$ cat src/rtl/sk6805_led_arbiter.sv
// Two-requester arbiter for the SK6805 two-LED chain: latches the winning colours,
// holds them for a programmed number of ms with optional blinking, then returns to idle.
module sk6805_led_arbiter #(
  parameter int unsigned TICK_DIV   = 10000,
  parameter int unsigned BLINK_MS   = 250,
  parameter logic [23:0] IDLE_COLOR = 24'h000000
) (
  input  logic        clk_10MHz,
  input  logic        Rst,
  input  logic        req0_i,
  input  logic [23:0] color0_1_i,
  input  logic [23:0] color0_2_i,
  input  logic [15:0] hold0_i,
  input  logic        blink0_i,
  input  logic        req1_i,
  input  logic [23:0] color1_1_i,
  input  logic [23:0] color1_2_i,
  input  logic [15:0] hold1_i,
  input  logic        blink1_i,
  output logic        ack0_o,
  output logic        ack1_o,
  output logic        done0_o,
  output logic        done1_o,
  output logic [1:0]  owner_o,
  output logic [7:0]  R_Out1_o,
  output logic [7:0]  G_Out1_o,
  output logic [7:0]  B_Out1_o,
  output logic [7:0]  R_Out2_o,
  output logic [7:0]  G_Out2_o,
  output logic [7:0]  B_Out2_o
);

  localparam int unsigned PW = (TICK_DIV > 1) ? $clog2(TICK_DIV) : 1;
  localparam int unsigned BW = (BLINK_MS > 1) ? $clog2(BLINK_MS) : 1;
  localparam logic [PW-1:0] PRESC_MAX = PW'(TICK_DIV - 1);
  localparam logic [BW-1:0] BLINK_MAX = BW'(BLINK_MS - 1);

  typedef enum logic [1:0] {
    IDLE  = 2'b00,
    SHOW0 = 2'b01,
    SHOW1 = 2'b10
  } state_t;

  state_t state_q, state_d;

  logic [PW-1:0] presc_q, presc_d;
  logic [15:0]   rem_q, rem_d;
  logic [BW-1:0] bcnt_q, bcnt_d;
  logic          phase_q, phase_d;
  logic          blink_q, blink_d;
  logic [23:0]   cap1_q, cap1_d, cap2_q, cap2_d;
  logic [23:0]   rgb1_q, rgb1_d, rgb2_q, rgb2_d;
  logic          ack0_q, ack0_d, ack1_q, ack1_d;
  logic          done0_q, done0_d, done1_q, done1_d;
  logic [1:0]    owner_q, owner_d;

  logic accept0_c, accept1_c, tick_c, expire_c, toggle_c;

  assign accept0_c = req0_i;
  assign accept1_c = req1_i & ~req0_i & (state_q != SHOW0);
  assign tick_c    = (state_q != IDLE) && (presc_q == PRESC_MAX);
  // rem_q == 0 while showing means an indefinite hold, so it never reaches the expiry value.
  assign expire_c  = tick_c && (rem_q == 16'd1);
  assign toggle_c  = tick_c && blink_q && (bcnt_q == BLINK_MAX);

  always_ff @(posedge clk_10MHz or negedge Rst) begin
    if (!Rst) state_q <= IDLE;
    else      state_q <= state_d;
  end

  always_comb begin
    state_d = state_q;
    if (accept0_c)      state_d = SHOW0;
    else if (accept1_c) state_d = SHOW1;
    else if (expire_c)  state_d = IDLE;
  end

  always_comb begin
    presc_d = presc_q;
    rem_d   = rem_q;
    bcnt_d  = bcnt_q;
    phase_d = phase_q;
    blink_d = blink_q;
    cap1_d  = cap1_q;
    cap2_d  = cap2_q;
    rgb1_d  = rgb1_q;
    rgb2_d  = rgb2_q;
    ack0_d  = 1'b0;
    ack1_d  = 1'b0;
    done0_d = 1'b0;
    done1_d = 1'b0;
    owner_d = 2'b00;
    case (state_d)
      SHOW0:   owner_d = 2'b01;
      SHOW1:   owner_d = 2'b10;
      default: owner_d = 2'b00;
    endcase

    if (accept0_c || accept1_c) begin
      ack0_d  = accept0_c;
      ack1_d  = ~accept0_c;
      cap1_d  = accept0_c ? color0_1_i : color1_1_i;
      cap2_d  = accept0_c ? color0_2_i : color1_2_i;
      blink_d = accept0_c ? blink0_i   : blink1_i;
      rem_d   = accept0_c ? hold0_i    : hold1_i;
      presc_d = '0;
      bcnt_d  = '0;
      phase_d = 1'b1;
      rgb1_d  = cap1_d;
      rgb2_d  = cap2_d;
    end else if (state_q != IDLE) begin
      presc_d = tick_c ? '0 : presc_q + PW'(1);
      if (tick_c) begin
        if (rem_q != 16'd0) rem_d = rem_q - 16'd1;
        bcnt_d = (bcnt_q == BLINK_MAX) ? '0 : bcnt_q + BW'(1);
      end
      if (expire_c) begin
        done0_d = (state_q == SHOW0);
        done1_d = (state_q == SHOW1);
        presc_d = '0;
        bcnt_d  = '0;
        rem_d   = 16'd0;
        phase_d = 1'b0;
        rgb1_d  = IDLE_COLOR;
        rgb2_d  = IDLE_COLOR;
      end else if (toggle_c) begin
        phase_d = ~phase_q;
        rgb1_d  = phase_q ? 24'h000000 : cap1_q;
        rgb2_d  = phase_q ? 24'h000000 : cap2_q;
      end
    end
  end

  always_ff @(posedge clk_10MHz or negedge Rst) begin
    if (!Rst) begin
      presc_q <= '0;
      rem_q   <= 16'd0;
      bcnt_q  <= '0;
      phase_q <= 1'b0;
      blink_q <= 1'b0;
      cap1_q  <= 24'h000000;
      cap2_q  <= 24'h000000;
      rgb1_q  <= IDLE_COLOR;
      rgb2_q  <= IDLE_COLOR;
      ack0_q  <= 1'b0;
      ack1_q  <= 1'b0;
      done0_q <= 1'b0;
      done1_q <= 1'b0;
      owner_q <= 2'b00;
    end else begin
      presc_q <= presc_d;
      rem_q   <= rem_d;
      bcnt_q  <= bcnt_d;
      phase_q <= phase_d;
      blink_q <= blink_d;
      cap1_q  <= cap1_d;
      cap2_q  <= cap2_d;
      rgb1_q  <= rgb1_d;
      rgb2_q  <= rgb2_d;
      ack0_q  <= ack0_d;
      ack1_q  <= ack1_d;
      done0_q <= done0_d;
      done1_q <= done1_d;
      owner_q <= owner_d;
    end
  end

  assign ack0_o   = ack0_q;
  assign ack1_o   = ack1_q;
  assign done0_o  = done0_q;
  assign done1_o  = done1_q;
  assign owner_o  = owner_q;
  assign R_Out1_o = rgb1_q[23:16];
  assign G_Out1_o = rgb1_q[15:8];
  assign B_Out1_o = rgb1_q[7:0];
  assign R_Out2_o = rgb2_q[23:16];
  assign G_Out2_o = rgb2_q[15:8];
  assign B_Out2_o = rgb2_q[7:0];

endmodule

$ cat config.mk
export PLATFORM = sky130hd
export DESIGN_NAME = sk6805_led_arbiter
export DESIGN_NICKNAME = d
export VERILOG_FILES = /design/src/rtl/sk6805_led_arbiter.sv
export SDC_FILE = /design/constraint.sdc
export NUM_CORES = 1
export LEC_CHECK = 0
export BUFFER_PORTS_ARGS = -buffer_cell sky130_fd_sc_hd__buf_2
export CAP_MARGIN = 20
export CORE_MARGIN = 5
export CORE_UTILIZATION = 55
export DETAILED_ROUTE_END_ITERATION = 8
export PLACE_DENSITY = 0.78
export SETUP_SLACK_MARGIN = 0.15
export SLEW_MARGIN = 20
export SYNTH_ARGS = -nofsm -noshare
export SYNTH_HDL_FRONTEND = slang
export SYNTH_SLANG_ARGS = --single-unit
$ cat constraint.sdc
create_clock -name clk_10MHz -period 5.67 [get_ports clk_10MHz]
set_input_delay 0 -clock clk_10MHz [delete_from_list [all_inputs] [get_ports clk_10MHz]]
set_output_delay 0 -clock clk_10MHz [all_outputs]
set_load 0.05 [all_outputs]
; ---- Word-level counts from Yosys, hierarchy flattened
; Cells that the tools add are included.
[word_totals]
reg_bits = 144
wordCells = 88
[op_classes]
addsub = 3
n_eq_ne = 8
muxes = 44
bitwise_logic = 4
reduce_logical = 14
[ops]
columns = op, n
row1 = 2-to-1 mux 24 bit, 12
row2 = 2-to-1 mux 16 bit, 6
row3 = 2-to-1 mux 14 bit, 4
row4 = 2-to-1 mux 8 bit, 5
row5 = == test 16 x 1 -> 1 bit (second input constant), 1
row6 = nonzero test 16 bit, 1
row7 = subtractor 16 x 1 -> 16 bit (second input constant), 1
row8 = adder 14 x 1 -> 14 bit (second input constant), 1
row9 = == test 14 bit (second input constant), 1
row10 = 2-to-1 mux 1 bit, 13
row11 = nonzero test 3 bit, 3
row12 = adder 8 x 1 -> 8 bit (second input constant), 1
row13 = == test 8 bit (second input constant), 1
row14 = 2-to-1 mux 2 bit, 3
row15 = == test 2 x 1 -> 1 bit (second input constant), 2
row16 = == test 2 bit (second input constant), 2
row17 = logical AND 1 bit, 4
row18 = case mux 2 bit (2 select lines), 1
row19 = AND reduction 2 bit, 2
row20 = nonzero test 2 bit, 2
row21 = AND reduction 3 bit, 1
row22 = bitwise AND 1 bit, 2
row23 = inequality test 2 x 1 -> 1 bit (second input constant), 1
row24 = NOT 1 bit, 2
row25 = logical OR 1 bit, 1

; ---- Logic depth before layout (Yosys ltp)
[logic_depth]
word_depth = 8
depth_mapped = 10
depth_no_buf = 7

; ---- Least setup slack after synthesis
; OpenSTA, ideal clock, no wires.
[synth_path]
kind = flip-flop to flip-flop
from = register rem_q[0]
to = register rem_q[7]
setup_ns = 0.120
arrival_time_ns = 2.093
required_time_ns = 5.550
path_slack_ns = 3.457
stages_incl_launch_ff = 8
n_path_buf = 0
synth_period_minus_slack_ns = 2.213
path_cell_list = dfrtp_1 inv_1 ha_1 or4b_2 nor4_2 nor4_1 a221o_1 a31o_1
[synth_via]
elab_chain_len = 6
elab_cells_between_ends = 12
classes_between = 1 x add/sub / 1 x eq/ne / 5 x mux / 5 x reduce/logical
[synth_rtl]
columns = element, line
row1 = "start, declared", 47  ; logic [15:0] rem_q, rem_d;
row2 = "start signal, assigned", 152  ; rem_q <= rem_d;
row3 = subtractor 16 x 1 -> 16 bit, 114  ; if (rem_q != 16'd0) rem_d = rem_q - 16'd1;
row4 = 2-to-1 mux 16 bit, 114
row5 = 2-to-1 mux 16 bit, 113  ; if (tick_c) begin
row6 = 2-to-1 mux 16 bit, 117  ; if (expire_c) begin
row7 = 2-to-1 mux 16 bit, 111  ; end else if (state_q != IDLE) begin
row8 = 2-to-1 mux 16 bit, 99  ; if (accept0_c || accept1_c) begin
; Several ways; a longest one is shown, not always the timed one. The select of a mux whose other input is x is not followed.
; A chain may end at the register's enable or synchronous reset.

; ---- Worst setup path in the final report
[layout_path]
from = register rem_q[10]
to = register rgb2_q[21]
[layout_via]
elab_chain_len = 5
elab_cells_between_ends = 7
classes_between = 1 x eq/ne / 3 x mux / 3 x reduce/logical
[layout_rtl]
columns = element, line
row1 = == test 16 x 1 -> 1 bit *, 63  ; assign expire_c = tick_c && (rem_q == 16'd1);
row2 = logical AND 1 bit *, 63
row3 = 2-to-1 mux 24 bit, 117
row4 = 2-to-1 mux 24 bit, 111
row5 = 2-to-1 mux 24 bit, 99
row6 = "end signal, assigned", 159  ; rgb2_q <= rgb2_d;
row7 = "end, declared", 52  ; logic [23:0] rgb1_q, rgb1_d, rgb2_q, rgb2_d;
; Every way passes the cells marked *; elsewhere a longest branch is shown, timed or not. The select of a mux whose other input is x is not followed.

==> results.cfg <==
[setup_path]
required_ps = 5970
start_kind = flip-flop
worst-path-max-fanout = 27
path_class = flip-flop to flip-flop
cp_cell_sequence = nor4_2, and4_1, a21oi_1, o21ai_4, buf_4, mux2_2
crit_arrival_ps = 3830
reg2reg_slack_ps = 2140
cp_slowest_stage_delay_ps = 740
end_kind = flip-flop
critPathSlowestCell = o21ai_4

[global_route]
grt_first_pass_wirelength_um = 37300
grt-ovfl-total = 0
grt_pass1_vias = 7303
antenna_found_initial = 0
grt_max_degree = 108
grt_use_total_pct = 28.8

[place]
place.gp.congestion = 0.936
numPortBuffers = 187
dp_hpwl_um = 13500

[layout]
layout.nets = 1118
seq_area_mm2 = 0.00360
drive_above_1_share_pct = 35.3
antenna-diode-count = 0
area_delta_synth_final_pct = 37.0
multiInputGateArea_mm2 = 0.00368
n_fill_cell = 796

[die]
die_area_mm2 = 0.0162
rows = 42
die_w_um = 127
start_util_pct = 56.6
die_y_um = 127
io_pins = 188
core_mm2 = 0.0133

[cts]
htree_levels = 4
clk_path_buf_depth = 2
cts_tree = yes
cts_root_buf = clkbuf_16
cts.sinks = 144
clkTransAtPathRegs_ps = 60
cts_buffers = 17
clkLatencyLatePin_ps = 420

[routing]
vias = 6924
drtPass1Iterations = 5
drt_iter0_markers = 578
drc_errors = 0
via_per_inst = 5.93
drtAntennaViolNets = 0
wl_per_cell_um = 19.7
finalWirelength_um = 23100

[min_path]
hold_path_class = primary input to flip-flop

[timing]
rsz0062_at_grt = no
fin_skew_ps = 8.21
hold_slack_ps = 22.4
period_share_pct = 62.3
finalMaxSlewViolations = 0
tns_ps = 0
hold_viol = 0
setup_viol_count_final = 0
relSlewSlack_pct = 38.1
worstMarginPinSlew_ps = 925
max_freq_mhz = 283
period_needed_ps = 3530

[synthesis]
synth_ff_type = dfrtp_1
synth_compound_area_share_pct = 14.9
synthXorXnorAreaFrac_pct = 0
synth_adder_area_share_pct = 0.827
yosysMostFrequentCell = dfrtp_1
synthArstFlopShare_pct = 100
synth_top_family_by_area = multiplexers
synth_mux_area_share_pct = 19.8
yosys.area_share.simple_pct = 12.8
netlist_instances = 693
synth_nets = 832
synthDistinctLibCells = 58
ys_ff_latch = 144
synthesis.area_mm2 = 0.00756
ys_warn_count = 0
synth_top_area_cell = dfrtp_1
synth_top_area_share_pct = 47.7
synth_area_leaders = dfrtp_1 (48%), mux2_2 (16%), a22o_1 (4.7%)
synth_edf_count = 0
seq_area_frac_synth_pct = 47.7
ys_top_cells_by_count = dfrtp_1 (144), mux2_2 (107), a21oi_1 (50), a22o_1 (41), nor2_1 (41)
syn_avg_cell_area_um2 = 10.9

[power]
total_leakage_power_nw = 4.69
irDropWorstVdd_mv = 0.214
power_density_mw_per_mm2 = 323

[run]
drv_cap = 0

[status]
status = complete, no violations
sequential cells by signal (all words and copies together), names as in the netlist, 2 cells and up:
name,count
bcnt_q,8
rgb1_q,24
cap2_q,24
rgb2_q,24
state_q,2
presc_q,14
owner_o,2
cap1_q,24
rem_q,16
placed cells by master (no fill, tap or decap), drive strengths merged, types with 2 or more instances in the layout:
master / synthesis / routed
a211oi: 3 / 3
a21o: 2 / 2
a21oi: 50 / 50
a221oi: 4 / 4
a22o: 41 / 41
a311oi: 2 / 2
a31oi: 11 / 11
and2: 2 / 2
and3: 10 / 10
buf: 22 / 195
bufinv: 0 / 2
clkbuf: 22 / 20
clkinv: 0 / 5
clkinvlp: 0 / 3
dfrtp: 144 / 144
dlygate4sd3: 0 / 116
ha: 5 / 5
inv: 25 / 27
mux2: 107 / 107
mux2i: 29 / 29
nand2: 30 / 30
nand2b: 5 / 5
nand3: 18 / 18
nand3b: 2 / 2
nand4: 6 / 6
nand4b: 2 / 2
nor2: 41 / 41
nor3: 18 / 18
nor3b: 2 / 2
nor4: 17 / 17
o211ai: 2 / 2
o21a: 2 / 2
o21ai: 25 / 25
o221a: 3 / 3
o22ai: 2 / 2
o31ai: 5 / 5
o41ai: 3 / 3
or3: 9 / 9
or4: 8 / 8
path summary, 6_finish.rpt:
check	from	endpoint	depth (start not counted)
min in group asynchronous	Rst	rem_q[13]	2
worst max register to register	rem_q[10]	rgb2_q[21]	6
worst min register to register	rgb1_q[4]	rgb1_q[4]	1
worst max-delay path	rem_q[10]	rgb2_q[21]	6
worst min-delay path	color1_1_i[10]	cap1_q[10]	3
max in group asynchronous	Rst	cap2_q[21]	3
critical path: cells and delay by family, from the launching register on:
| kind | cells | cell delay, ps |
|---|---|---|
| AO/OA/AOI/OAI | 2 | 870 |
| buffers and inverters | 1 | 490 |
| flip-flops | 1 | 430 |
| multiplexers | 1 | 400 |
| AND/OR/NAND/NOR | 2 | 1210 |
metal layers:
layer	global-route usage (%)	part of all wire (%)	wire, um
met4	10.2	2.6	605
met1	34.5	39	8950
met2	49.6	51	11800
met3	8.43	7.6	1750
met5	0	0	0
logic make-up after synthesis:
group           after synthesis
compound gates              163
fa+ha+maj                     5
buf+inv                      69
flops                       144
mux                         136
simple gates                176
report_power, final:
part,total [mW],switching [mW],internal (mW)
clock network,1.10,0.448,0.650
logic,0.956,0.592,0.364
registers,1.29,0.113,1.18
total,3.35,1.15,2.20
final cells by class:
class	count	share of cell area (%)
clock buffers	20	4.22
multi-input cells	480	35.5
well taps	176	2.13
clock inverters	12	1.30
repair buffers	311	21.1
flip-flops and latches	144	34.8
inverters	25	0.906
stage by stage:
| step | total power, mW | util, % | setup slack (ps) | std cells | area (um2) |
|---|---|---|---|---|---|
| 3_5_place_dp | 2.16 | 64.4 | 2220 | 1019 | 8590 |
| 2_1_floorplan | 1.90 | - | 3460 | 693 | 7560 |
| 6_report | 3.35 | 77.6 | 2140 | 1168 | 10400 |
| 5_1_grt | 3.49 | 77.6 | 2000 | 1168 | 10400 |
| 4_1_cts | 3.32 | 77.3 | 2190 | 1167 | 10300 |
| 3_3_place_gp | 2.13 | 64.4 | 2340 | 1019 | 8590 |
timing repair:
action / in CTS / in global routing
hold endpoints to repair: 123 / 0
resized for setup: 0 / 0
buffers inserted: 0 / 0
hold buffers: 116 / 0
No activity file was read; power rests on OpenSTA's default activity.
